==> src/rtl/div_ctrl.sv <==
// Sequencing controller between the execute stage and a 64-bit iterative divider.
// Resolves divide-by-zero and signed overflow locally; otherwise launches, waits and formats.
module div_ctrl #(
   parameter int unsigned XLEN  = 64,
   parameter int unsigned CNT_W = 7
) (
   input  logic            clk_i,
   input  logic            rst_ni,
   input  logic            req_valid_i,
   output logic            req_ready_o,
   input  logic [1:0]      req_op_i,
   input  logic            req_word_i,
   input  logic [XLEN-1:0] req_a_i,
   input  logic [XLEN-1:0] req_b_i,
   input  logic            flush_i,
   output logic            rsp_valid_o,
   input  logic            rsp_ready_i,
   output logic [XLEN-1:0] rsp_data_o,
   output logic            div_in_valid_o,
   output logic [XLEN-1:0] div_a_o,
   output logic [XLEN-1:0] div_b_o,
   output logic            div_signed_o,
   output logic            div_flush_o,
   input  logic            div_result_valid_i,
   input  logic [XLEN-1:0] div_quotient_i,
   input  logic [XLEN-1:0] div_remainder_i,
   output logic            busy_o
);

   localparam logic [1:0] StIdle   = 2'd0;
   localparam logic [1:0] StLaunch = 2'd1;
   localparam logic [1:0] StWait   = 2'd2;
   localparam logic [1:0] StDone   = 2'd3;

   localparam logic [CNT_W-1:0] CntOne = {{(CNT_W-1){1'b0}}, 1'b1};

   logic [1:0]      state_q, state_d;
   logic            rem_q, rem_d;
   logic            word_q, word_d;
   logic [XLEN-1:0] div_a_q, div_a_d;
   logic [XLEN-1:0] div_b_q, div_b_d;
   logic            div_signed_q, div_signed_d;
   logic [XLEN-1:0] rsp_data_q, rsp_data_d;
   logic [CNT_W-1:0] cnt_q, cnt_d;

   logic            req_signed;
   logic [XLEN-1:0] a_prep, b_prep, min_neg;
   logic            div_zero, overflow;
   logic [XLEN-1:0] spec_q, spec_r;

   // W results are always the sign-extension of the low word.
   function automatic logic [XLEN-1:0] fmt_result(input logic [XLEN-1:0] val, input logic word);
      return word ? {{(XLEN-32){val[31]}}, val[31:0]} : val;
   endfunction

   always_comb begin
      req_signed = ~req_op_i[0];
      a_prep     = req_a_i;
      b_prep     = req_b_i;
      if (req_word_i) begin
         if (req_signed) begin
            a_prep = {{(XLEN-32){req_a_i[31]}}, req_a_i[31:0]};
            b_prep = {{(XLEN-32){req_b_i[31]}}, req_b_i[31:0]};
         end else begin
            a_prep = {{(XLEN-32){1'b0}}, req_a_i[31:0]};
            b_prep = {{(XLEN-32){1'b0}}, req_b_i[31:0]};
         end
      end
      min_neg  = req_word_i ? {{(XLEN-31){1'b1}}, 31'b0} : {1'b1, {(XLEN-1){1'b0}}};
      div_zero = (b_prep == '0);
      overflow = req_signed && (a_prep == min_neg) && (b_prep == '1);
      spec_q   = div_zero ? '1 : a_prep;
      spec_r   = div_zero ? a_prep : '0;
   end

   always_comb begin
      state_d      = state_q;
      rem_d        = rem_q;
      word_d       = word_q;
      div_a_d      = div_a_q;
      div_b_d      = div_b_q;
      div_signed_d = div_signed_q;
      rsp_data_d   = rsp_data_q;
      cnt_d        = cnt_q;
      div_flush_o  = 1'b0;
      if (flush_i) begin
         state_d     = StIdle;
         div_flush_o = (state_q == StLaunch) || (state_q == StWait);
      end else begin
         case (state_q)
            StIdle: begin
               if (req_valid_i) begin
                  rem_d  = req_op_i[1];
                  word_d = req_word_i;
                  if (div_zero || overflow) begin
                     rsp_data_d = fmt_result(req_op_i[1] ? spec_r : spec_q, req_word_i);
                     state_d    = StDone;
                  end else begin
                     div_a_d      = a_prep;
                     div_b_d      = b_prep;
                     div_signed_d = req_signed;
                     state_d      = StLaunch;
                  end
               end
            end
            StLaunch: begin
               cnt_d   = '0;
               state_d = StWait;
            end
            StWait: begin
               if (div_result_valid_i) begin
                  rsp_data_d = fmt_result(rem_q ? div_remainder_i : div_quotient_i, word_q);
                  state_d    = StDone;
               end else if (cnt_q == '1) begin
                  // Divider looks hung: abort it and relaunch with the held operands.
                  div_flush_o = 1'b1;
                  state_d     = StLaunch;
               end else begin
                  cnt_d = cnt_q + CntOne;
               end
            end
            default: begin
               if (rsp_ready_i) state_d = StIdle;
            end
         endcase
      end
   end

   always_ff @(posedge clk_i or negedge rst_ni) begin
      if (!rst_ni) begin
         state_q      <= StIdle;
         rem_q        <= 1'b0;
         word_q       <= 1'b0;
         div_a_q      <= '0;
         div_b_q      <= '0;
         div_signed_q <= 1'b0;
         rsp_data_q   <= '0;
         cnt_q        <= '0;
      end else begin
         state_q      <= state_d;
         rem_q        <= rem_d;
         word_q       <= word_d;
         div_a_q      <= div_a_d;
         div_b_q      <= div_b_d;
         div_signed_q <= div_signed_d;
         rsp_data_q   <= rsp_data_d;
         cnt_q        <= cnt_d;
      end
   end

   assign req_ready_o    = (state_q == StIdle);
   assign rsp_valid_o    = (state_q == StDone);
   assign rsp_data_o     = rsp_data_q;
   assign div_in_valid_o = (state_q == StLaunch);
   assign div_a_o        = div_a_q;
   assign div_b_o        = div_b_q;
   assign div_signed_o   = div_signed_q;
   assign busy_o         = (state_q != StIdle);

endmodule

==> config.mk <==
export PLATFORM = sky130hd
export DESIGN_NAME = div_ctrl
export DESIGN_NICKNAME = d
export VERILOG_FILES = /design/src/rtl/div_ctrl.sv
export SDC_FILE = /design/constraint.sdc
export NUM_CORES = 1
export LEC_CHECK = 0
export ABC_AREA = 1
export BUFFER_PORTS_ARGS = -buffer_cell sky130_fd_sc_hd__buf_2
export CAP_MARGIN = 0
export CORE_AREA = 2 2 177 179
export DETAILED_ROUTE_END_ITERATION = 6
export DIE_AREA = 0 0 179 181
export PLACE_DENSITY = 0.66
export SETUP_SLACK_MARGIN = 0.2
export SYNTH_ARGS = -nofsm -noshare
export SYNTH_HDL_FRONTEND = slang
export SYNTH_SLANG_ARGS = --single-unit
==> constraint.sdc <==
create_clock -name clk_i -period 2.9 [get_ports clk_i]
set_clock_uncertainty 0.2 [all_clocks]
set_input_delay 0.58 -clock clk_i [delete_from_list [all_inputs] [get_ports clk_i]]
set_output_delay 0.58 -clock clk_i [all_outputs]
set_load 0.1 [all_outputs]
# After elaboration in Yosys (flattened, before gate mapping)
# Index checks and enable logic that the tools add are counted.
# totals
register_bits	204
wordCells	69
# op_classes
addsub	1
reduce_logical	15
eq_ne	13
n_bitwise	3
mux	29
# op_table
op	n
two-way mux 64 bit	13
one-hot mux 64 bit (2 select lines)	1
equality test 64 bit	1
equality test 64 bit, second input constant	1
zero test 64 bit	1
two-way mux 63 bit	1
two-way mux 7 bit	2
one-hot mux 7 bit (2 select lines)	1
two-way mux 2 bit	6
!= test 2 bit, second input constant	4
AND reduction 4 bit	2
adder 7 x 1 -> 7 bit, second input constant	1
equality test 7 bit, second input constant	1
one-hot mux 2 bit (3 select lines)	1
AND reduction 3 bit	2
nonzero test 2 bit	3
AND reduction 5 bit	1
nonzero test 5 bit	1
equality test 2 bit, second input constant	2
two-way mux 1 bit	4
!= test 4 x 3 -> 1 bit, second input constant	1
!= test 3 x 2 -> 1 bit, second input constant	1
NOT 1 bit	3
equality test 2 x 1 -> 1 bit, second input constant	1
other kinds (4)	6

# Depth between registers and ports, before layout
# Gate-level depths: netlist (run 1).
# logic_depth
ltp_word	10
mapped_depth	16
ltp_nobuf	15

# Worst setup path before layout (run 1)
# Ideal clock, no wire load.
# synth_path
kind	register to output
from	register state_q[0]
to	output port div_flush_o
t_arrival_ps	2837
path_buffers	0
slack_ps	-717
stages_incl_launch_ff	5
path_cell_list	dfrtp_1 inv_1 ha_1 inv_1 o21ai_0
# synth_via
elab_chain_cells	3
elab_cells_between_ends	5
classes_between	eq/ne (2); mux (2); reduce/logical (1)
# synth_lines
element	line	source
from (decl)	37	logic [1:0] state_q, state_d;
from (signal assigned)	131	state_q <= StIdle;
from (signal assigned)	140	state_q <= state_d;
equality test 2 bit / equality test 2 x 1 -> 1 bit (equally long branches)	88, 90	
two-way mux 1 bit / logical OR 1 bit (equally long branches)	90, 88	
two-way mux 1 bit (*)	86	if (flush_i) begin
to (decl)	23	output logic div_flush_o,
# Mark *: on every way between the ends. The rest lies on a longest branch, timed or not.

# Worst setup path after layout (run 1)
# layout_path
from	register cnt_q[0]
to	output port div_flush_o
# layout_via
elab_chain_cells	5
# layout_lines
element	line	source
from (decl)	44	logic [CNT_W-1:0] cnt_q, cnt_d;
from (signal assigned)	147	cnt_q <= cnt_d;
equality test 7 bit	114	end else if (cnt_q == '1) begin
two-way mux 1 bit	114	
two-way mux 1 bit	111	if (div_result_valid_i) begin
two-way mux 1 bit	90	case (state_q)
two-way mux 1 bit	86	
# No other way between the ends.

==> results of run 1 <==
flip-flops by register name (all words and copies together), names as in the netlist:
| name | count |
|---|---|
| cnt_q | 7 |
| div_signed_o | 1 |
| word_q | 1 |
| rsp_data_o | 64 |
| div_b_o | 64 |
| state_q | 2 |
| rem_q | 1 |
| div_a_o | 64 |
power groups by stage:
| stage | clock, uW | combinational (uW) | sequential, uW |
|---|---|---|---|
| after floorplan | 0 | 3100 | 13000 |
| final | 3320 | 14100 | 4730 |
| after global routing | 3480 | 14800 | 4880 |
| after CTS | 3380 | 14100 | 4740 |
| after detailed placement | 0 | 14100 | 4770 |
| after global placement | 0 | 14000 | 4730 |
worst max-delay path, stage by stage (launching register included):
cell	delay, ps
dfrtp_1	350
ha_2	190
nand3_1	90
nor2_2	100
nand2_1	70
nor2_2	120
nand3_1	90
o21ai_2	100
buf_12	200
worst paths after layout:
check | start | to | slack (ps)
setup / recovery | cnt_q[0] | div_flush_o | 300
min in group asynchronous | rst_ni | rsp_data_o[21] | 390
hold reg to reg | cnt_q[4] | cnt_q[5] | 260
hold / removal | req_b_i[5] | div_b_o[5] | 100
setup reg to reg | state_q[1] | div_b_o[4] | 630
max in group asynchronous | rst_ni | rsp_data_o[56] | 1350
metal layers:
metal | share of wire [%] | track usage (%)
met5 | 0 | 0
met4 | 3.9 | 10.89
met3 | 8.2 | 5.745
met2 | 47 | 45.48
met1 | 40 | 34.00
cell usage in the layout, fill, tap and decap left out, drive strengths merged, types with 6 or more instances in the layout:
master and n:
dfrtp 204, nor2 215, nor3 15, inv 58, nand2 774, o21ai 256, clkbuf 29, bufinv 6
diode 14, nand3 22, a21oi 71, buf 551, o21a 39
layout make-up:
type                            instances  area (sq um)
Antenna cell                           14         35.03
Clock buffer                           29         638.1
Clock inverter                         12         215.2
Fill cell                            3108         14260
Inverter                               60         229.0
Multi-Input combinational cell       1412          6103
Sequential cell                       204          5106
Tap cell                              396         495.5
Timing Repair Buffer                  552          3266
per-stage QoR:
step | area, sq um | cells | hold slack, ps | power (uW)
3_3_place_gp | 15160 | 2621 | 236.2 | 18760
5_1_grt | 16090 | 2678 | 93.85 | 23180
2_1_floorplan | 11960 | 1796 | 84.41 | 16070
4_1_cts | 16030 | 2663 | 79.00 | 22260
6_report | 16090 | 2679 | 98.13 | 22150
3_5_place_dp | 15160 | 2621 | 250.0 | 18900
logic make-up (layout without fill, tap and decap cells):
logic type / Yosys count / in the layout
and+or+nand+nor: 1035 / 1035
AOI/OAI and AO/OA: 371 / 371
DFF: 204 / 204
buffers and inverters: 180 / 653
adders and majority gates: 5 / 5
muxes: 1 / 1
other: 0 / 14
what timing repair did:
action                     CTS  global route
pin swaps                    0             1
hold buffers                 1             0
buffers inserted             0             2
setup endpoints to repair    1             1
resized for setup            2             3
hold endpoints to repair    46             0
==> metrics.md, run 1 <==
| Metric | Value |
|---|---|
| Outcome | `complete, no violations` |
| RSZ-0062 raised after global routing | `true` |
| Post-DP HPWL | `33950 um` |
| Starting Density | `39.35%` |
| Die Y | `181 um` |
| Rows | `64` |
| Synth Area in Simple Gates | `33.40%` |
| Max Cap Viol | `0` |
| H-tree Lvls | `1` |
| Synthesis-stage register bit count | `204` |
| Hold depth | `3` |
| Vias in the first global route | `12914` |
| Max VDD drop | `969.1 uV` |
| YS warnings | `0` |
| Pre-CTS WS | `-88.28 ps` |
| Max-slew headroom | `36.19%` |
| Final WL | `45140 um` |
| Core Area | `30350 sq um` |
| Pleak | `0.009154 uW` |
| Largest net degree at the start of global routing | `97` |
| PwrDens | `1377 nW/um^2` |
| Mapped Area | `11940 sq um` |
| Clk_lat worst skew | `510 ps` |
| Syn nets | `2066` |
| Final Max Tran Viols | `0` |
| Root Buffer | `clkbuf_16` |
| CTS Buf Count | `23` |
| Share of the synthesized area in the top cell type | `42.74%` |
| Clk pwr share | `15.0%` |
| Chip Width | `179 um` |
| Antenna-violating nets left | `0` |
| Clock Path Buffers | `3` |
| Critical Path Fanout Max | `2` |
| CTS clock-pin slew for the worst setup and hold paths | `60 ps` |
| Post-synth EDFFs | `0` |
| First-pass GRT wire length | `69420 um` |
| Fmax | `0.3839 GHz` |
| Syn Area/Cell | `6.650 sq um` |
| Post-DR wirelength/cell | `16.85 um` |
| Hold Vio Cnt, Final | `0` |
| Critical path required time | `2120 ps` |
| Post-Route Setup TNS | `0 ps` |
| Net Sw Frac | `62.36%` |
| Internal power | `8338 uW` |
| Syn Inst Count | `1796` |
| Post-synth ARST share | `100.0%` |
| Gpl congestion | `0.9023` |
| Area growth from synthesis to layout | `34.71%` |
| Final Util | `53.01%` |
| Buffers on Ports | `462` |
| CP arrival | `1820 ps` |
| Drt pass-1 iters | `5` |
| # clock sinks | `204` |
| 1st-iter DRT viols | `877` |
| Sequential-to-total area share from yosys stat | `42.74%` |
| Mux share of post-synthesis cell area | `0.08381%` |
| Combinational family with the most area after synthesis | `simple AND/OR/NAND/NOR gates` |
| Final setup fails | `0` |
| Vias | `13485` |
| Gate power share | `63.7%` |
| Yosys cell types | `34` |
| # IOs | `463` |
| Grt ovf | `0` |
| Dominant synthesized flop cell | `dfrtp_1` |
| CTS tree | `done` |
| Compound-Gate Fraction of Synth Area | `16.44%` |
| Post-Synth XOR/XNOR Area | `0%` |
| Switch Pwr | `13810 uW` |
| DRC errors left | `0` |
| Share of layout cells above drive strength 1 | `27.02%` |
| Most frequent cell after synthesis | `nand2_1` |
| GRT Overall Usage | `27.19%` |
| Ranking of synthesized cells by area | `dfrtp_1 43%, nand2_1 24%, o21ai_0 11%` |
| Via/cell ratio | `5.034` |
| Slew @ Worst Pin | `957.2 ps` |
| Synth top cells by count | `771 x nand2_1, 255 x o21ai_0, 214 x nor2_1` |
| Die ar. | `32400 sq um` |
| Crit. End Element | `output pin` |
| Cell depth of the worst flop-to-flop path | `6` |
| CP startpoint kind | `flip-flop` |
| Crit Path Category | `flip-flop to output pin` |
| Worst Slack Setup Final | `295.5 ps` |
| Hold crit path type | `primary input to flip-flop` |
| Crit path time final | `2605 ps` |
| Cell taking the most area after synthesis | `dfrtp_1` |
| Initial antenna violation count | `14` |
| Post-Synth Adder-Cell Area | `0.5238%` |
| Nets | `2523` |
| Register share of total power | `21.3%` |
| Fin crit share | `89.81%` |
No activity file was read; power rests on OpenSTA's default activity.
==> run 2: changes to the inputs <==
--- a/config.mk
+++ b/config.mk
@@ -8,10 +8,9 @@
 export ABC_AREA = 1
 export BUFFER_PORTS_ARGS = -buffer_cell sky130_fd_sc_hd__buf_2
 export CAP_MARGIN = 0
-export CORE_AREA = 2 2 177 179
+export CORE_UTILIZATION = 35
 export DETAILED_ROUTE_END_ITERATION = 6
-export DIE_AREA = 0 0 179 181
-export PLACE_DENSITY = 0.66
+export PLACE_DENSITY = 0.71
 export SETUP_SLACK_MARGIN = 0.2
 export SYNTH_ARGS = -nofsm -noshare
 export SYNTH_HDL_FRONTEND = slang
==> metrics.md, run 2 (synthesized netlist as in run 1, its figures left out) <==
| Metric | Value |
|---|---|
| Final setup fails | `0 (unchanged)` |
| 1st-iter DRT viols | `969 (+10%)` |
| Reg2Reg Setup Slack | `510 ps (-120 ps)` |
| Critical Path Fanout Max | `3 (+1)` |
| Post-Route Setup TNS | `0 ps (unchanged)` |
| Post-DR wirelength/cell | `16.48 um (-2.2%)` |
| WHS | `87.44 ps (-10.69 ps)` |
| Vias | `13665 (+1.3%)` |
| Max-slew headroom | `36.20% (about the same)` |
| Pre-CTS WS | `-151.7 ps (-63.42 ps)` |
| Grt ovf | `0 (unchanged)` |
| Drt pass-1 iters | `5 (unchanged)` |
| RSZ-0062 raised after global routing | `true` |
| CTS Buf Count | `24 (+4.3%)` |
| Final Max Tran Viols | `0 (unchanged)` |
| Cell depth of the worst flop-to-flop path | `10 (+4)` |
| Rows | `67 (+4.7%)` |
| Area growth from synthesis to layout | `34.97%` |
| Hold depth | `3 (unchanged)` |
| Crit-path leading delay family | `simple AND/OR/NAND/NOR gates` |
| Hold endpoint | `div_b_o[29]` |
| CTS clock-pin slew for the worst setup and hold paths | `60 ps (about the same)` |
| Max Cap Viol | `0 (unchanged)` |
| Max stage delay on crit path | `360 ps (about the same)` |
| Post-Place Cell Area | `15230 sq um (+0.41%)` |
| Register area | `5106 sq um (unchanged)` |
| Area occupied by multi-input gates | `6106 sq um (about the same)` |
| Nets | `2531 (+0.32%)` |
| CP arrival | `1900 ps (+80 ps)` |
| Buffers on Ports | `462 (unchanged)` |
| Commonest non-fill, non-tap cell in the layout | `nand2_1` |
| First-pass GRT wire length | `71500 um (+3.0%)` |
| Die Y | `186.7 um (+3.2%)` |
| Outcome | `complete, no violations` |
| H-tree Lvls | `1 (unchanged)` |
| Clk_lat worst skew | `540 ps (+30 ps)` |
| Core Area | `33530 sq um (+10%)` |
| CP bufs+invs | `1 (unchanged)` |
| Die ar. | `34860 sq um (+7.6%)` |
| Starting Density | `35.62% (-3.7 points)` |
| Pwr Total | `22010 uW (-0.64%)` |
| Worst Slack Setup Final | `219.9 ps (-75.59 ps)` |
| Crit Path Category | `flip-flop to output pin` |
| GRT Overall Usage | `25.60% (-1.6 points)` |
| Hold_sp | `req_b_i[29]` |
| Reg2reg start | `state_q[0]` |
| Largest net degree at the start of global routing | `97 (unchanged)` |
| Slew @ Worst Pin | `957.0 ps (-0.1892 ps)` |
| Worst path slowest cell | `dfrtp_1` |
| Max VDD drop | `1109 uV (+14%)` |
| Chip Width | `186.7 um (+4.3%)` |
| # clock sinks | `204 (unchanged)` |
| # IOs | `463 (unchanged)` |
| DRC errors left | `0 (unchanged)` |
| Crit. End Element | `output pin` |
| Crit path time final | `2680 ps (+75.59 ps)` |
| PwrDens | `1365 nW/um^2 (-0.84%)` |
| CP startpoint kind | `flip-flop` |
| Root Buffer | `clkbuf_16` |
| Gpl congestion | `0.9455 (+4.8%)` |
| FF-to-FF End | `rsp_data_o[34]` |
| Clock Path Buffers | `3 (unchanged)` |
| Hold Vio Cnt, Final | `0 (unchanged)` |
| Most frequent CP cell | `nor2_2` |
| Hold crit path type | `primary input to flip-flop` |
| Vias in the first global route | `13126 (+1.6%)` |
| CP startpoint | `cnt_q[1]` |
| Pleak | `0.009165 uW (+0.11%)` |
| Critical path required time | `2120 ps (about the same)` |
| Post-DP HPWL | `33810 um (-0.41%)` |
| Fmax | `0.3731 GHz (-2.8%)` |
| Most frequent cells in the layout | `771 x nand2_1, 460 x buf_2, 254 x o21ai_0` |
| Initial antenna violation count | `8 (-6)` |
| Share of layout cells above drive strength 1 | `27.14% (+0.12 points)` |
| Fill cells | `3459 (+11%)` |
| Critical path, cell by cell | `ha_2, nand3_2, nor2_2, nand2_1, nor2_2, nand3_1, o21ai_2, buf_12` |
| CTS tree | `done` |
| Via/cell ratio | `5.002 (-0.63%)` |
| Antenna-violating nets left | `0 (unchanged)` |
| Fin crit share | `92.42% (+2.6 points)` |
| Final design area excluding fillers | `16120 sq um (+0.19%)` |
| Final WL | `45030 um (-0.24%)` |
run 2: changes by cell type in the layout (fill, tap and decap cells not counted), moves of 2 or more:
cell        before  now
clkbuf_8         4    6
buf_4           69   78
clkbuf_16       23   25
clkbuf_1         2    5
diode_2         14    7
bufinv_16        6    2
clkinvlp_4       3    1
buf_12          21   19
run 2: metal layers:
metal	global-route usage (%)	share of wire [%]
met5	0	0.022
met4	9.111	3.5
met3	4.382	7.2
met2	43.61	48
met1	32.59	42
run 2: where the power goes:
part | switching [uW] | internal (uW)
logic | 11900 | 2250
clock network | 1250 | 1890
registers | 706 | 4030
run 2: timing repair:
action                                 CTS  global route
buffers inserted                         5             1
setup endpoints to repair                1             1
hold buffers                             1             0
endpoints found under the hold margin   48             0
resized for setup                        5             0
pin swaps                                3             2
run 2: how the worst max path moves through the flow:
stage	endpoint	slack, ps	depth (start not counted)
finish	div_flush_o	220	8
global route	div_flush_o	100	8
CTS	div_flush_o	180	8
detailed placement	rsp_data_o[35]	-150	16
global placement	rsp_data_o[35]	-140	16
floorplan	rsp_data_o[10]	310	9
run 2: worst reg2reg max path, cell delays in order, from the launching register on:
cell and delay, ps:
dfrtp_1 410, inv_2 130, ha_4 150, buf_4 180
buf_4 490, nand2_1 120, buf_4 250, nor2_1 160
nor2_1 50, nand2_1 90, nand2_1 50
run 2: through the flow:
step                std cells  utilization (%)
floorplan                1796                -
CTS                      2724            48.00
global route             2731            48.06
global placement         2676            45.41
finish                   2732            48.07
detailed placement       2676            45.41
run 2: final cells by class:
class                           instances  area share (%)
Inverter                               60           1.420
Timing Repair Buffer                  559           20.43
Clock buffer                           36           4.510
Sequential cell                       204           31.68
Clock inverter                          6          0.4968
Antenna cell                            7          0.1087
Multi-Input combinational cell       1412           37.88
Tap cell                              448           3.477
